`config.mk`:
```
export PLATFORM = sky130hd
export DESIGN_NAME = icache_dm
export DESIGN_NICKNAME = d
export VERILOG_FILES = /design/src/rtl/icache_dm.sv
export SDC_FILE = /design/constraint.sdc
export NUM_CORES = 2
export LEC_CHECK = 0
export BUFFER_PORTS_ARGS = -buffer_cell sky130_fd_sc_hd__buf_2
export CELL_PAD_IN_SITES_DETAIL_PLACEMENT = 0
export CELL_PAD_IN_SITES_GLOBAL_PLACEMENT = 1
export CORE_MARGIN = 8
export CORE_UTILIZATION = 57
export DETAILED_ROUTE_END_ITERATION = 16
export HOLD_SLACK_MARGIN = 0.02
export PLACE_DENSITY_LB_ADDON = 0.1
export SLEW_MARGIN = 25
export SYNTH_ARGS = -nofsm -noshare
export SYNTH_HDL_FRONTEND = slang
export SYNTH_SLANG_ARGS = --single-unit
```
`constraint.sdc`:
```
create_clock -name clk -period 5.1 [get_ports clk]
set_input_delay 0.51 -clock clk [delete_from_list [all_inputs] [get_ports clk]]
set_output_delay 0.51 -clock clk [all_outputs]
set_load 0.03 [all_outputs]
```
`src/rtl/icache_dm.sv`:
```
// Direct-mapped read-only instruction cache with in-order line refill
// and fence.i flush support.
module icache_dm #(
  parameter int DATA_WIDTH     = 32,
  parameter int LINES          = 16,
  parameter int WORDS_PER_LINE = 4
) (
  input  logic                  clk,
  input  logic                  rst,
  input  logic                  inst_req,
  input  logic [DATA_WIDTH-1:0] inst_addr,
  output logic                  inst_valid,
  output logic [DATA_WIDTH-1:0] inst_data,
  input  logic                  flush,
  output logic                  mem_req,
  output logic [DATA_WIDTH-1:0] mem_addr,
  input  logic                  mem_valid,
  input  logic [DATA_WIDTH-1:0] mem_rdata
);

  localparam int OW = $clog2(WORDS_PER_LINE);
  localparam int IW = $clog2(LINES);
  localparam int TW = DATA_WIDTH - IW - OW - 2;

  typedef enum logic [1:0] {
    S_IDLE, S_HIT, S_REFILL, S_RESP
  } state_e;

  state_e                  state_q, state_d;
  logic [LINES-1:0]        valid_q, valid_d;
  logic                    pend_q, pend_d;
  logic [OW-1:0]           k_q, k_d;
  logic                    mreq_q, mreq_d;
  logic [DATA_WIDTH-1:0]   maddr_q, maddr_d;
  logic                    ival_q, ival_d;
  logic [DATA_WIDTH-1:0]   idata_q, idata_d;
  logic                    wr_en, wr_last;

  logic [DATA_WIDTH-1:0]   data_q [LINES][WORDS_PER_LINE];
  logic [TW-1:0]           tag_q  [LINES];

  logic [OW-1:0]           a_off;
  logic [IW-1:0]           a_idx;
  logic [TW-1:0]           a_tag;
  logic [IW-1:0]           r_idx;
  logic [TW-1:0]           r_tag;
  logic                    hit;
  logic                    unused_ok;

  assign a_off = inst_addr[OW+1:2];
  assign a_idx = inst_addr[IW+OW+1:OW+2];
  assign a_tag = inst_addr[DATA_WIDTH-1:IW+OW+2];
  assign unused_ok = ^inst_addr[1:0];

  // refill line identity comes from mem_addr, so it survives a dropped request
  assign r_idx = maddr_q[IW+OW+1:OW+2];
  assign r_tag = maddr_q[DATA_WIDTH-1:IW+OW+2];

  assign hit = !flush && valid_q[a_idx] &&
               (tag_q[a_idx] == a_tag);

  always_comb begin
    state_d = state_q;
    valid_d = valid_q;
    pend_d  = pend_q;
    k_d     = k_q;
    mreq_d  = mreq_q;
    maddr_d = maddr_q;
    ival_d  = 1'b0;
    idata_d = idata_q;
    wr_en   = 1'b0;
    wr_last = 1'b0;
    unique case (state_q)
      S_IDLE: begin
        if (flush) valid_d = '0;
        if (inst_req) begin
          if (hit) begin
            state_d = S_HIT;
            ival_d  = 1'b1;
            idata_d = data_q[a_idx][a_off];
          end else begin
            state_d        = S_REFILL;
            k_d            = '0;
            mreq_d         = 1'b1;
            maddr_d        = {inst_addr[DATA_WIDTH-1:OW+2],
                              {(OW+2){1'b0}}};
            valid_d[a_idx] = 1'b0;
          end
        end
      end
      S_HIT: begin
        state_d = S_IDLE;
        if (flush || pend_q) valid_d = '0;
        pend_d = 1'b0;
      end
      S_REFILL: begin
        if (flush) pend_d = 1'b1;
        if (mem_valid) begin
          wr_en = 1'b1;
          if (k_q == OW'(WORDS_PER_LINE - 1)) begin
            wr_last        = 1'b1;
            valid_d[r_idx] = 1'b1;
            mreq_d         = 1'b0;
            state_d        = S_RESP;
          end else begin
            k_d     = k_q + OW'(1);
            maddr_d = maddr_q + DATA_WIDTH'(4);
          end
        end
      end
      S_RESP: begin
        if (flush) pend_d = 1'b1;
        idata_d = data_q[r_idx][a_off];
        ival_d  = inst_req;
        state_d = S_HIT;
      end
    endcase
  end

  always_ff @(posedge clk or posedge rst) begin
    if (rst) begin
      state_q <= S_IDLE;
      valid_q <= '0;
      pend_q  <= 1'b0;
      k_q     <= '0;
      mreq_q  <= 1'b0;
      maddr_q <= '0;
      ival_q  <= 1'b0;
      idata_q <= '0;
    end else begin
      state_q <= state_d;
      valid_q <= valid_d;
      pend_q  <= pend_d;
      k_q     <= k_d;
      mreq_q  <= mreq_d;
      maddr_q <= maddr_d;
      ival_q  <= ival_d;
      idata_q <= idata_d;
    end
  end

  always_ff @(posedge clk) begin
    if (wr_en) data_q[r_idx][k_q] <= mem_rdata;
    if (wr_last) tag_q[r_idx] <= r_tag;
  end

  assign inst_valid = ival_q;
  assign inst_data  = idata_q;
  assign mem_req    = mreq_q;
  assign mem_addr   = maddr_q;

endmodule
```
==> summary by stage <==
Setup path
The worst-case register-to-register setup slack is approximately 1200 ps. For the worst flop-to-flop path, the logic depth is 6. The capturing point of the worst reg2reg path is inst_data[7].

The most critical setup path has its endpoint at inst_data[7]. STA classifies the critical path endpoint as a flip-flop. The reg-to-reg critical path startpoint is mem_addr[4].

The largest fanout on the critical path is 35. The worst setup path is launched from a flip-flop. For the worst setup path, the data required time is about 5900 ps.

The startpoint of the worst setup timing path is mem_addr[4]. The critical path class is flip-flop to flip-flop. Data on the critical path arrives at its endpoint at ~4700 ps.

Finish
The utilization after layout is 64.51%. The area growth from synthesis to layout is 12.75%. Of the cells placed in the final design, the portion with a size suffix greater than 1 is around 41%.

The net count of the finished layout is around 5.4k. Once layout is complete, the cells apart from fillers number ~8.2k. After filler insertion, the fill cell instance count of the layout stands at about 13k.

Die
The die covers about 210000 sq um. In this run the core area contains approximately 160 standard-cell rows. The initial core utilization is 57.21%.

The count of pins on the block boundary is 135. The die is 463.2 um wide. The region available for standard cell placement spans between 150000 and 200000 sq um.

The floorplan step set the die height to 463.2 um.

CTS
At the later pin of the worst-skew pair, clock insertion delay measures a little over 900 ps. The total number of H-tree levels is 5. Buffers added to address setup during post-CTS repair amount to 0. The buffer type at the clock tree root is clkbuf_16. The deepest clock path buffer count is 4. TritonCTS built the clock tree. The clock buffer count from CTS is about 280. The clock-pin slew on the worst setup and hold paths is approximately 60 ps. The total number of clock tree sinks is approximately 2.5k.

STA
The number of failing hold endpoints at the final stage is 0. The post-route clock period utilization is roughly three quarters. The worst clock skew is 29.78 ps. After routing, the total negative slack on setup checks comes to 0 ps. The worst pin sits at a relative slew slack of 26.32%.

Setup repair after global routing left no endpoint under its margin. For the pin with the worst max-slew slack, the measured transition is about 1100 ps. The final count of pins violating max slew is 0.

Derived from the worst setup path, the maximum achievable clock frequency is 255.2 MHz. Setup violations remaining at the end of the flow were counted as 0. For the finished layout, the period the worst path requires is around 4000 ps.

Worst hold path
The worst hold path startpoint is flush. The tightest min-delay check is of the input port to flip-flop type.

Placement
The number of buffer cells added on primary ports is 130. The half-perimeter wire length after detailed placement is approximately 170 mm. The number of placed instances, taps included, is between 7k and 8k. The congestion estimate from routability-driven global placement came to 0.8396.

Global routing
The via count of the first global-routing pass is 61.74k. The aggregate global routing overflow is 0. The overall global routing resource usage is between 30% and 40%.

The first global-routing pass estimated 462.9 mm of wire. The initial antenna violation count is 20. Entering global routing, the biggest net connects around 120 pins.

Routing
The detailed router finished its first iteration with roughly 8.5k violations. The final routed wire length divided by cell count is roughly 40 um. After detailed routing, the number of vias per cell comes to ~7.3. The first TritonRoute pass finished after 6 iterations. Wires add up to 327.7 mm. In the routed design, unresolved DRC markers number 0. The detail route stage leaves a number of antenna-violating nets equal to 0. Across all layers, the routed design uses roughly 60k vias.

Logic synthesis
The proportion of synthesized chip area in sequential cells is between 60% and 70%. By area the synthesized netlist is led by edfxtp_1, mux4_2, dfrtp_1. The portion of synthesized cell area occupied by the leading cell type is approximately 64%. The cell type contributing the most total cell area after synthesis is edfxtp_1.

In the synthesized netlist the dominant register cell turns out to be edfxtp_1. The proportion of synthesized flip-flops having asynchronous set or reset is under 10%. Counting flops and latches in the post-synthesis netlist gives approximately 2.5k. The cell area after synthesis is between 100000 and 150000 sq um. Yosys mapped the design onto 66 distinct sky130hd cell types.

The number of warnings issued by yosys is 0. The number of enable flip-flop cells after synthesis is ~2.4k. The per-instance average area after synthesis is 22.41 sq um. The post-synthesis instance total is a little over 5k.

Run
The max-cap check violation count is 0.

Pwr
The static leakage is approximately 40 nW. The total power density per cell area is approximately 460 nW/um^2. The worst vdd rail ir drop is around 0.00041 V.

Run status
The flow ran to the end, and the final reports show no timing, DRC or antenna violations.
-- cell usage in the layout (no fill, tap or decap), drive strengths merged, types with 53 or more instances in the layout --
master	instances
buf	336
mux2i	73
nor2	114
clkbuf	357
mux4	1421
nand2	116
clkinv	96
edfxtp	2432
mux2	53
dfrtp	85
-- flip-flops by register name, indices dropped and copies added (netlist names), 2 cells and up --
signal and cells:
tag_q 384, k_q 2, state_q 2, data_q 2048, inst_data 32, mem_addr 30, valid_q 16
-- report_power, final --
group / internal (mW) / total [mW] / switching (mW)
sequential: 23.7 / 24.7 / 0.984
combinational: 7.04 / 14.7 / 7.70
clock: 11.5 / 19.5 / 8.02
-- worst min path at each step --
stage / depth (start not counted) / end / slack (ps)
2_1_floorplan: 1 / valid_q[7] / 500
3_3_place_gp: 1 / inst_data[26] / 490
3_5_place_dp: 1 / inst_data[2] / 490
4_1_cts: 3 / mem_addr[12] / 20
5_1_grt: 4 / pend_q / 80
6_report: 4 / pend_q / 70
-- cells in the mapped netlist (5+ instances only) --
master / number
mux4_2: 1419
and2_1: 8
nor2b_1: 10
nand2_1: 116
o21bai_1: 16
a31oi_1: 8
clkbuf_1: 203
ha_1: 9
dfrtp_1: 85
buf_6: 13
xnor2_1: 17
mux2i_1: 73
a22oi_1: 12
mux2_2: 51
buf_2: 77
or3_1: 7
nor2_1: 114
a21oi_1: 16
a211oi_1: 5
nor3_1: 6
buf_4: 33
edfxtp_1: 2432
buf_1: 60
xor2_1: 15
nand4_1: 21
o21ai_0: 17
a221oi_1: 28
o22ai_1: 6
nor4_1: 26
nand3_1: 27
a32o_1: 17
o31ai_1: 6
o41ai_1: 25
inv_1: 46
-- worst max-delay path, cell delays in order (launching register included) --
cell and delay, ps:
dfrtp_4 800, buf_4 710, mux4_2 610, mux4_2 490
mux4_2 540, mux2_2 330, mux2_2 270
-- cell families (layout without fill, tap and decap cells) --
family / Yosys count / count (layout) / synth area share (%)
buf+inv: 437 / 875 / 1.766
other cells: 1 / 11 / 0.003290
xor+xnor: 32 / 32 / 0.2459
mux: 1547 / 1547 / 29.25
simple gates: 354 / 354 / 1.416
fa+ha+maj: 9 / 9 / 0.09879
compound gates: 189 / 189 / 1.288
flops: 2517 / 2517 / 65.93
-- per-stage QoR --
stage	total power [mW]	cell area [sq um]	setup WS (ps)	hold WS (ps)
6_report	58.93	128500	1182	68.04
5_1_grt	60.74	128500	1058	78.30
4_1_cts	59.22	128300	1144	22.84
3_5_place_dp	39.87	119500	639.9	490.9
3_3_place_gp	39.73	119400	682.0	487.1
2_1_floorplan	35.12	114000	834.3	500.6
-- layer usage --
| layer | routed length, um | GRT usage, % | part of all wire, % | vias up |
|---|---|---|---|---|
| li1 | - | - | - | 23080 |
| met1 | 122600 | 42.69 | 37 | 32640 |
| met2 | 157200 | 47.71 | 48 | 3620 |
| met3 | 36430 | 7.731 | 11 | 593 |
| met4 | 11370 | 9.496 | 3.5 | 14 |
| met5 | 99 | 0 | 0.030 | - |
-- repair_timing --
| action | in CTS | in global routing |
|---|---|---|
| endpoints found under the hold margin | 54 | 62 |
| hold buffers | 8 | 4 |
| endpoints found under the setup margin | 0 | 0 |
| gates resized for setup | 0 | 0 |
-- area by class of cell --
| class | instances | area, sq um | share of cell area [%] |
|---|---|---|---|
| well taps | 2656 | 3323 | 2.586 |
| clock buffers | 357 | 7651 | 5.953 |
| multi-input cells | 2133 | 37480 | 29.16 |
| repair buffers | 348 | 3622 | 2.818 |
| inverters | 47 | 188.9 | 0.1470 |
| diodes | 9 | 22.52 | 0.01752 |
| flip-flops and latches | 2517 | 75170 | 58.49 |
| clock inverters | 123 | 1070 | 0.8323 |
No activity file was read; power rests on OpenSTA's default activity.
